===== config.mk =====
export PLATFORM = sky130hd
export DESIGN_NAME = coherence_bus_ctrl_flat
export DESIGN_NICKNAME = d
export VERILOG_FILES = /design/src/rtl/coherence_bus_ctrl_pkg.sv /design/src/rtl/coherence_bus_ctrl_if.sv /design/src/rtl/coherence_bus_ctrl_rr_arbiter2.sv /design/src/rtl/coherence_bus_ctrl.sv /design/src/flat_wrapper.sv
export SDC_FILE = /design/constraint.sdc
export NUM_CORES = 1
export LEC_CHECK = 0
export CELL_PAD_IN_SITES_DETAIL_PLACEMENT = 1
export CELL_PAD_IN_SITES_GLOBAL_PLACEMENT = 1
export CORE_AREA = 2 2 195 197
export DETAILED_ROUTE_END_ITERATION = 8
export DIE_AREA = 0 0 197 199
export PLACE_DENSITY_LB_ADDON = 0.1
export SLEW_MARGIN = 10
export SYNTH_ARGS = -nofsm -noshare
export SYNTH_HDL_FRONTEND = slang
export SYNTH_SLANG_ARGS = --single-unit

===== constraint.sdc =====
create_clock -name clk -period 3.2 [get_ports clk]
set_input_delay 0.8 -clock clk [delete_from_list [all_inputs] [get_ports clk]]
set_output_delay 0.8 -clock clk [all_outputs]
set_load 0.05 [all_outputs]

===== src/rtl/coherence_bus_ctrl_pkg.sv =====
// coherence_bus_ctrl_pkg: shared bus FSM states and fixed geometry for the two-core coherence bus controller
package coherence_bus_ctrl_pkg;
  localparam int CPUS = 2;
  localparam int BLKWORDS = 2;
  typedef enum logic [2:0] {IDLE, WB, IF, SNOOP, XFER1, XFER2, RAM1, RAM2} busstate_t;
endpackage


===== src/rtl/coherence_bus_ctrl_if.sv =====
// coherence_bus_ctrl_if: cache-side and RAM-side bus signals of the coherence bus controller
// slave: controller view (cache requests and RAM responses in, waits/data/snoops/RAM commands out)
// master: environment view (caches plus RAM)
interface coherence_bus_ctrl_if;
  import coherence_bus_ctrl_pkg::*;
  logic [CPUS-1:0] iren, iwait, dren, dwen, dwait, cctrans, ccwrite, ccwait, ccinv;
  logic [CPUS-1:0][31:0] iaddr, iload, daddr, dstore, dload, ccsnoopaddr;
  logic ram_ren, ram_wen, ram_wait;
  logic [31:0] ram_addr, ram_store, ram_load;
  modport slave (
    input iren, iaddr, dren, dwen, daddr, dstore, cctrans, ccwrite, ram_load, ram_wait,
    output iwait, iload, dwait, dload, ccwait, ccinv, ccsnoopaddr, ram_ren, ram_wen, ram_addr, ram_store
  );
  modport master (
    output iren, iaddr, dren, dwen, daddr, dstore, cctrans, ccwrite, ram_load, ram_wait,
    input iwait, iload, dwait, dload, ccwait, ccinv, ccsnoopaddr, ram_ren, ram_wen, ram_addr, ram_store
  );
endinterface


===== src/rtl/coherence_bus_ctrl_rr_arbiter2.sv =====
// coherence_bus_ctrl_rr_arbiter2: two-requester round-robin arbiter
// ports: clk, rst_n (async active-low), req[1:0] requests, adv toggles the priority pointer,
//        grant = winning index, any = some request present
module coherence_bus_ctrl_rr_arbiter2 (
  input  logic       clk,
  input  logic       rst_n,
  input  logic [1:0] req,
  input  logic       adv,
  output logic       grant,
  output logic       any
);
  logic ptr;
  assign any = |req;
  // the pointer only matters on a tie; a lone requester always wins
  assign grant = &req ? ptr : req[1];
  always_ff @(posedge clk or negedge rst_n)
    if (!rst_n) ptr <= 1'b0;
    else if (adv) ptr <= ~ptr;
endmodule


===== src/rtl/coherence_bus_ctrl.sv =====
// coherence_bus_ctrl: two-core MSI bus controller arbitrating icache fetches, dcache misses and write-backs onto one RAM port
// ports: clk, rst_n (async active-low), bus (slave modport of coherence_bus_ctrl_if)
module coherence_bus_ctrl
  import coherence_bus_ctrl_pkg::*;
(
  input logic clk,
  input logic rst_n,
  coherence_bus_ctrl_if.slave bus
);
  busstate_t state, state_n;
  logic req, req_n, oth, dgrant, igrant, dany, iany, dadv, iadv;
  logic [1:0] wb, cr;
  assign wb = bus.dwen & ~bus.cctrans;
  assign cr = bus.dren & bus.cctrans;
  assign oth = ~req;
  // plain write-backs and coherent misses share the dcache pointer; write-backs win the class
  coherence_bus_ctrl_rr_arbiter2 u_darb (
    .clk(clk), .rst_n(rst_n), .req(|wb ? wb : cr), .adv(dadv), .grant(dgrant), .any(dany)
  );
  coherence_bus_ctrl_rr_arbiter2 u_iarb (
    .clk(clk), .rst_n(rst_n), .req(bus.iren), .adv(iadv), .grant(igrant), .any(iany)
  );
  always_ff @(posedge clk or negedge rst_n)
    if (!rst_n) begin
      state <= IDLE;
      req <= 1'b0;
    end else begin
      state <= state_n;
      req <= req_n;
    end
  always_comb begin
    state_n = state;
    req_n = req;
    dadv = 1'b0;
    iadv = 1'b0;
    bus.iwait = '1;
    bus.dwait = '1;
    bus.ccwait = '0;
    bus.ccinv = '0;
    bus.ccsnoopaddr = '0;
    bus.iload = '0;
    bus.dload = '0;
    bus.ram_ren = 1'b0;
    bus.ram_wen = 1'b0;
    bus.ram_addr = '0;
    bus.ram_store = '0;
    // the other core stays paused from the snoop until the block has been delivered
    if (state inside {SNOOP, XFER1, XFER2, RAM1, RAM2}) begin
      bus.ccwait[oth] = 1'b1;
      bus.ccsnoopaddr[oth] = bus.daddr[req];
    end
    case (state)
      IDLE: begin
        req_n = (dany || |wb) ? dgrant : igrant;
        state_n = |wb ? WB : dany ? SNOOP : iany ? IF : IDLE;
      end
      WB: begin
        bus.ram_wen = bus.dwen[req];
        bus.ram_addr = bus.daddr[req];
        bus.ram_store = bus.dstore[req];
        bus.dwait[req] = bus.ram_wait;
        if (!bus.dwen[req]) begin
          state_n = IDLE;
          dadv = 1'b1;
        end
      end
      IF: begin
        bus.ram_ren = 1'b1;
        bus.ram_addr = bus.iaddr[req];
        bus.iload[req] = bus.ram_load;
        bus.iwait[req] = bus.ram_wait;
        if (!bus.ram_wait) begin
          state_n = IDLE;
          iadv = 1'b1;
        end
      end
      SNOOP: begin
        bus.ccinv[oth] = bus.ccwrite[req];
        state_n = bus.ccwrite[oth] ? XFER1 : RAM1;
      end
      XFER1, XFER2: begin
        // modified block goes to the requester and to RAM in the same word handshake
        bus.ccinv[oth] = bus.ccwrite[req];
        bus.ram_wen = 1'b1;
        bus.ram_addr = bus.daddr[oth];
        bus.ram_store = bus.dstore[oth];
        bus.dload[req] = bus.dstore[oth];
        bus.dwait = {2{bus.ram_wait}};
        if (!bus.ram_wait) begin
          state_n = state == XFER1 ? XFER2 : IDLE;
          dadv = state == XFER2;
        end
      end
      default: begin
        bus.ram_ren = 1'b1;
        bus.ram_addr = bus.daddr[req];
        bus.dload[req] = bus.ram_load;
        bus.dwait[req] = bus.ram_wait;
        // a requester that drops dren after the first word ends the block early
        if (!bus.ram_wait) begin
          state_n = (state == RAM1 && bus.dren[req]) ? RAM2 : IDLE;
          dadv = !(state == RAM1 && bus.dren[req]);
        end
      end
    endcase
  end
endmodule


===== src/flat_wrapper.sv =====
// flat-port wrapper written by rule: the top's interface ports become plain ports
module coherence_bus_ctrl_flat import coherence_bus_ctrl_pkg::*;
  (clk, rst_n, bus_iren, bus_iaddr, bus_dren, bus_dwen, bus_daddr, bus_dstore, bus_cctrans, bus_ccwrite, bus_ram_load, bus_ram_wait, bus_iwait, bus_iload, bus_dwait, bus_dload, bus_ccwait, bus_ccinv, bus_ccsnoopaddr, bus_ram_ren, bus_ram_wen, bus_ram_addr, bus_ram_store);
  coherence_bus_ctrl_if bus_i ();
  input logic clk;
  input logic rst_n;
  input wire logic [$bits(bus_i.iren)-1:0] bus_iren;
  input wire logic [$bits(bus_i.iaddr)-1:0] bus_iaddr;
  input wire logic [$bits(bus_i.dren)-1:0] bus_dren;
  input wire logic [$bits(bus_i.dwen)-1:0] bus_dwen;
  input wire logic [$bits(bus_i.daddr)-1:0] bus_daddr;
  input wire logic [$bits(bus_i.dstore)-1:0] bus_dstore;
  input wire logic [$bits(bus_i.cctrans)-1:0] bus_cctrans;
  input wire logic [$bits(bus_i.ccwrite)-1:0] bus_ccwrite;
  input wire logic [$bits(bus_i.ram_load)-1:0] bus_ram_load;
  input wire logic [$bits(bus_i.ram_wait)-1:0] bus_ram_wait;
  output wire logic [$bits(bus_i.iwait)-1:0] bus_iwait;
  output wire logic [$bits(bus_i.iload)-1:0] bus_iload;
  output wire logic [$bits(bus_i.dwait)-1:0] bus_dwait;
  output wire logic [$bits(bus_i.dload)-1:0] bus_dload;
  output wire logic [$bits(bus_i.ccwait)-1:0] bus_ccwait;
  output wire logic [$bits(bus_i.ccinv)-1:0] bus_ccinv;
  output wire logic [$bits(bus_i.ccsnoopaddr)-1:0] bus_ccsnoopaddr;
  output wire logic [$bits(bus_i.ram_ren)-1:0] bus_ram_ren;
  output wire logic [$bits(bus_i.ram_wen)-1:0] bus_ram_wen;
  output wire logic [$bits(bus_i.ram_addr)-1:0] bus_ram_addr;
  output wire logic [$bits(bus_i.ram_store)-1:0] bus_ram_store;
  assign bus_i.iren = bus_iren;
  assign bus_i.iaddr = bus_iaddr;
  assign bus_i.dren = bus_dren;
  assign bus_i.dwen = bus_dwen;
  assign bus_i.daddr = bus_daddr;
  assign bus_i.dstore = bus_dstore;
  assign bus_i.cctrans = bus_cctrans;
  assign bus_i.ccwrite = bus_ccwrite;
  assign bus_i.ram_load = bus_ram_load;
  assign bus_i.ram_wait = bus_ram_wait;
  assign bus_iwait = bus_i.iwait;
  assign bus_iload = bus_i.iload;
  assign bus_dwait = bus_i.dwait;
  assign bus_dload = bus_i.dload;
  assign bus_ccwait = bus_i.ccwait;
  assign bus_ccinv = bus_i.ccinv;
  assign bus_ccsnoopaddr = bus_i.ccsnoopaddr;
  assign bus_ram_ren = bus_i.ram_ren;
  assign bus_ram_wen = bus_i.ram_wen;
  assign bus_ram_addr = bus_i.ram_addr;
  assign bus_ram_store = bus_i.ram_store;
  coherence_bus_ctrl u_core (.clk(clk), .rst_n(rst_n), .bus(bus_i));
endmodule

# After elaboration in Yosys (flattened, before gate mapping)
# Index checks and enable logic that the tools add are counted.
[word_totals]
reg_bits = 6
out_inout_bits = 266
[op_classes]
n_lt_le_gt_ge = 4
n_eq_ne = 11
n_mux = 58
bitwise_logic = 12
n_reduce_logical = 19
[op_table]
columns = ["operator", "n"]
rows = [
  ["$mux W32", 12],
  ["$and A64 B64 Y64", 3],
  ["$mux W64", 2],
  ["$pmux W64 S2", 1],
  ["$pmux W32 S3", 1],
  ["$demux W32 S1", 2],
  ["$pmux W32 S2", 1],
  ["$mux W3", 8],
  ["$mux W1", 19],
  ["$pmux W3 S5", 1],
  ["$eq A3 B3 Y1 const B", 4],
  ["$mux W2", 6],
  ["$reduce_or A2 Y1", 5],
  ["$and A2 B2 Y2", 3],
  ["$eq A3 B2 Y1 const B", 2],
  ["$ne A2 B2 Y1 const B", 3],
  ["$reduce_or A3 Y1", 2],
  ["$reduce_bool A5 Y1", 1],
  ["$reduce_or A5 Y1", 1],
  ["$lt A1 B2 Y1 const B", 2],
  ["$ne A4 B1 Y1 const B", 1],
  ["$not A2 Y2", 2],
  ["$pmux W2 S2", 1],
  ["$reduce_and A2 Y1", 2],
  ["other kinds (13)", 19],
]

# Logic depth before layout (Yosys ltp)
[logic_depth]
word_depth = 8
depth_mapped = 7
ltp_nobuf = 4

# Cells and area by module
# Synthesis repeated with hierarchy kept, for this count alone.
[hier_totals]
hier_cells = 601
area_unflattened_um2 = 4207.8
[modules_own_cells]
columns = ["mod", "n_inst", "cells_each", "area_per_inst_um2", "seq_area_each_um2"]
rows = [
  ["coherence_bus_ctrl", 1, 591, 4105.2, 100.1],
  ["coherence_bus_ctrl_rr_arbiter2", 2, 5, 51.3, 25.0],
]

# Worst setup path before layout
# Ideal clock, no wire load.
[synth_timing]
path_type = "flip-flop to output port"
startpoint = "reg u_core.state[2]"
endpoint = "out bus_ram_addr[29]"
arrival_ns = 2.177
required_ns = 2.400
setup_slack_ns = 0.223
stages_incl_launch_ff = 7
cell_sequence = "dfrtp_1 > buf_2 > nor2b_1 > buf_2 > buf_2 > a221oi_1 > o21ai_0"
[synth_via]
elab_chain_cells = 3
word_cells_on_any_way = 8
classes_between = "eq/ne: 4; mux: 1; reduce/logical: 3"
[synth_lines]
columns = ["element", "line_no", "source"]
rows = [
  ["from (decl)", "coherence_bus_ctrl.sv:10", "busstate_t state, state_n;"],
  ["from (signal assigned)", "coherence_bus_ctrl.sv:28", "state <= state_n;"],
  ["$eq A3 B3 Y1 (tied with other cells)", "coherence_bus_ctrl.sv:52", "case (state)"],
  ["$reduce_or A2 Y1", "--", ""],
  ["$pmux W32 S3 (*)", "coherence_bus_ctrl.sv:52", ""],
  ["to (decl)", "flat_wrapper.sv:26", "output wire logic [$bits(bus_i.ram_addr)-1:0] bus_ram_addr;"],
]
# Every way passes the cells marked *; elsewhere a longest branch is shown, timed or not.

# Worst setup path in the final report
# Ends and elaborated chain as after synthesis.

==> impl_metrics.yaml <==
outcome:
  status: "finished clean"
drt:
  final_antenna_net_count: 0
  dr.pass1.iters: 4
  viasPerCell: 4.69
  wl_per_cell_um: 24.9
  wirelength_um: 38500
  drtIter0Drc: 230
  vias: 7258
  drc_errors: 0
global_route:
  grt_first_pass_wirelength_um: 54800
  track_usage_pct: 18.5
  antenna_found_initial: 4
  grt_max_degree: 85
  grt_overflow: 0
  grt_pass1_vias: 7610
floorplanning:
  die_y_um: 199
  num_io_pins: 503
  rows: 71
  die_area_um2: 39200
  core_area_um2: 37100
  start_util_pct: 11.1
  die_w_um: 197
power:
  clockPowerShare_pct: 1.4
  powerDensity_nw_per_um2: 1230
  combPwrFrac_pct: 97.4
  ir_drop_v: 0.000505
  p_int_mw: 6.44
  power.switching_mw: 8.50
  swShare_pct: 56.9
  leakage_nw: 4.77
  seq_power_share_pct: 1.2
cts:
  ctsHtreeMaxLevel: 1
  clk_pin_slew_ns: 0.04
  insertion_delay_ns: 0.23
  clkSinkCount: 6
  cts_root_buf: "clkbuf_16"
  cts_tree: "built"
  cts_setup_buffers: 0
  clock_path_buffers: 2
  cts_resized: 0
  cts_buffers: 3
  hold_buffers: 0
critical_path:
  cp.arrival_ns: 2.18
  reg2reg_slack_ns: 1.30
  cp_max_fo: 84
  critical_path.top_delay_family: "buffers and inverters"
  crit_chain: "buf_4 -> nor2b_4 -> buf_12 -> a221oi_1 -> o21ai_0 -> buf_12"
  slowest_delay_ns: 0.36
  start_kind: "flop"
  critPathMostFrequentCell: "buf_12"
  slowest_stage: "o21ai_0"
  required_ns: 2.40
  crit_type: "reg -> out"
  cp-end-kind: "primary output"
  path_buf_inv: 3
timing:
  fin_worst_skew_ns: 0.00446
  min_period_ns: 2.98
  hold_viol: 0
  worstMarginPinSlew_ns: 0.550
  setup_ws_ns: 0.222
  relSlewSlack_pct: 63.3
  rsz0062_at_grt: "false"
  setup_violations: 0
  max_freq_ghz: 0.336
  finalSetupTns_ns: 0
  fin_crit_sh_pct: 93.1
  slew_violations: 0
cells_and_area:
  nNetsFinal: 1308
  fin_util_pct: 32.6
  fin_area_um2: 12100
  mostFrequentLayoutCell: "buf_12"
  nFillCells: 4153
  drive_above_1_share_pct: 29.9
  instances_no_fill: 1547
  area_growth_pct: 194
  layout_common_cells: "buf_12, clkdlybuf4s50_1, and2_1"
worst_hold_path:
  hold_class: "reg -> reg"
yosys:
  synth-seq-area-share_pct: 3.65
  synth_warnings: 0
  syn_inst: 611
  synth_cell_types: 40
  mappedNetlistArea_um2: 4120
  synthesis.nets: 848
  syn_avg_cell_area_um2: 6.74
  synth-seq-cells: 6
placed_design:
  place.gp.congestion: 0.764
  postPlaceCellArea_um2: 12000
  dp.cells: 1540
  pre_cts_ws_ns: 0.288
  hpwl_um: 30700
  portBuffers: 502
job:
  cap_violations: 0
sequential cells by signal (all words and copies together), names as in the netlist:
register	count
u_core.u_darb.ptr	1
u_core.u_iarb.ptr	1
u_core.req	1
u_core.state	3
synth_stat cells:
master | instances | area (um^2)
buf_1 | 3 | 11.3
or3b_4 | 1 | 11.3
a22oi_1 | 31 | 233
nor4_1 | 1 | 6.26
clkbuf_1 | 41 | 154
a221oi_1 | 66 | 578
a2bb2oi_1 | 1 | 8.76
dfrtp_1 | 6 | 150
o22ai_1 | 1 | 6.26
a31oi_1 | 3 | 18.8
nor4bb_1 | 1 | 10.0
mux2i_1 | 1 | 10.0
nor2b_1 | 3 | 18.8
or3_1 | 1 | 6.26
inv_2 | 1 | 3.75
o21ai_1 | 20 | 100
xor2_1 | 1 | 8.76
a41oi_1 | 1 | 8.76
nand3b_1 | 2 | 15.0
nand2b_1 | 5 | 31.3
o21ai_0 | 16 | 80.1
buf_4 | 6 | 45.0
nor3_1 | 3 | 15.0
buf_2 | 32 | 160
xnor2_1 | 1 | 8.76
a32oi_1 | 1 | 8.76
a21o_1 | 1 | 7.51
a22o_1 | 95 | 832
a221o_1 | 31 | 310
inv_1 | 2 | 7.51
o41ai_1 | 1 | 8.76
mux2_2 | 2 | 22.5
nand2_1 | 41 | 154
and3_1 | 34 | 213
nor3b_2 | 1 | 12.5
a21oi_1 | 6 | 30.0
nor2_1 | 46 | 173
nand3_1 | 3 | 15.0
and2_1 | 98 | 613
nand3_2 | 1 | 10.0
worst paths after layout:
kind	start	end	cells after the start
setup / recovery	u_core.state[2]	bus_ram_addr[29]	6
hold / removal	u_core.u_iarb.ptr	u_core.u_iarb.ptr	1
setup reg to reg	u_core.req	u_core.u_darb.ptr	5
hold reg to reg	u_core.u_iarb.ptr	u_core.u_iarb.ptr	1
max in group asynchronous	rst_n	u_core.req	1
min in group asynchronous	rst_n	u_core.u_iarb.ptr	1
layout make-up:
cell class | instances | area (um^2) | share of cell area [%]
Multi-Input combinational cell | 520 | 3640 | 30.1
Sequential cell | 6 | 154 | 1.27
Tap cell | 474 | 593 | 4.90
Inverter | 3 | 11.3 | 0.0931
Timing Repair Buffer | 537 | 7610 | 62.9
Antenna cell | 3 | 7.51 | 0.0620
Clock buffer | 4 | 78.8 | 0.651
power groups by stage:
stage | clock [mW] | combinational (mW) | sequential, mW
after floorplan | 0 | 7.49 | 0.134
after global placement | 0 | 14.7 | 0.184
after detailed placement | 0 | 14.7 | 0.184
after CTS | 0.209 | 14.8 | 0.185
after global routing | 0.215 | 15.2 | 0.188
final | 0.207 | 14.6 | 0.180
metal layers:
layer	GRT usage [%]	vias up	routed length [um]
li1	-	3333	-
met1	20.7	3574	14500
met2	34.8	331	19800
met3	6.39	20	3730
met4	2.20	0	432
met5	0	-	0
logic make-up (layout without fill, tap and decap cells):
family	after synthesis	count (layout)	synth area share, %
AO/OA/AOI/OAI	274	274	54.2
AND/OR/NAND/NOR	241	241	31.7
buffers and inverters	85	544	9.27
flip-flops	6	6	3.65
multiplexers	3	3	0.790
XOR/XNOR	2	2	0.426
other	0	3	0
worst register-to-register path, cell delays in order, from the launching register on:
cell and delay (ns):
dfrtp_4 0.57, buf_4 0.31, mux2_2 0.40, o21ai_0 0.26, nor2_1 0.11, xnor2_1 0.13
per-stage QoR:
stage | power (mW) | hold WS (ns)
6_report | 14.9 | 0.472
5_1_grt | 15.6 | 0.489
4_1_cts | 15.2 | 0.471
3_5_place_dp | 14.9 | 0.454
3_3_place_gp | 14.9 | 0.457
2_1_floorplan | 7.63 | 0.433
Power figures use the tool's default switching activity.
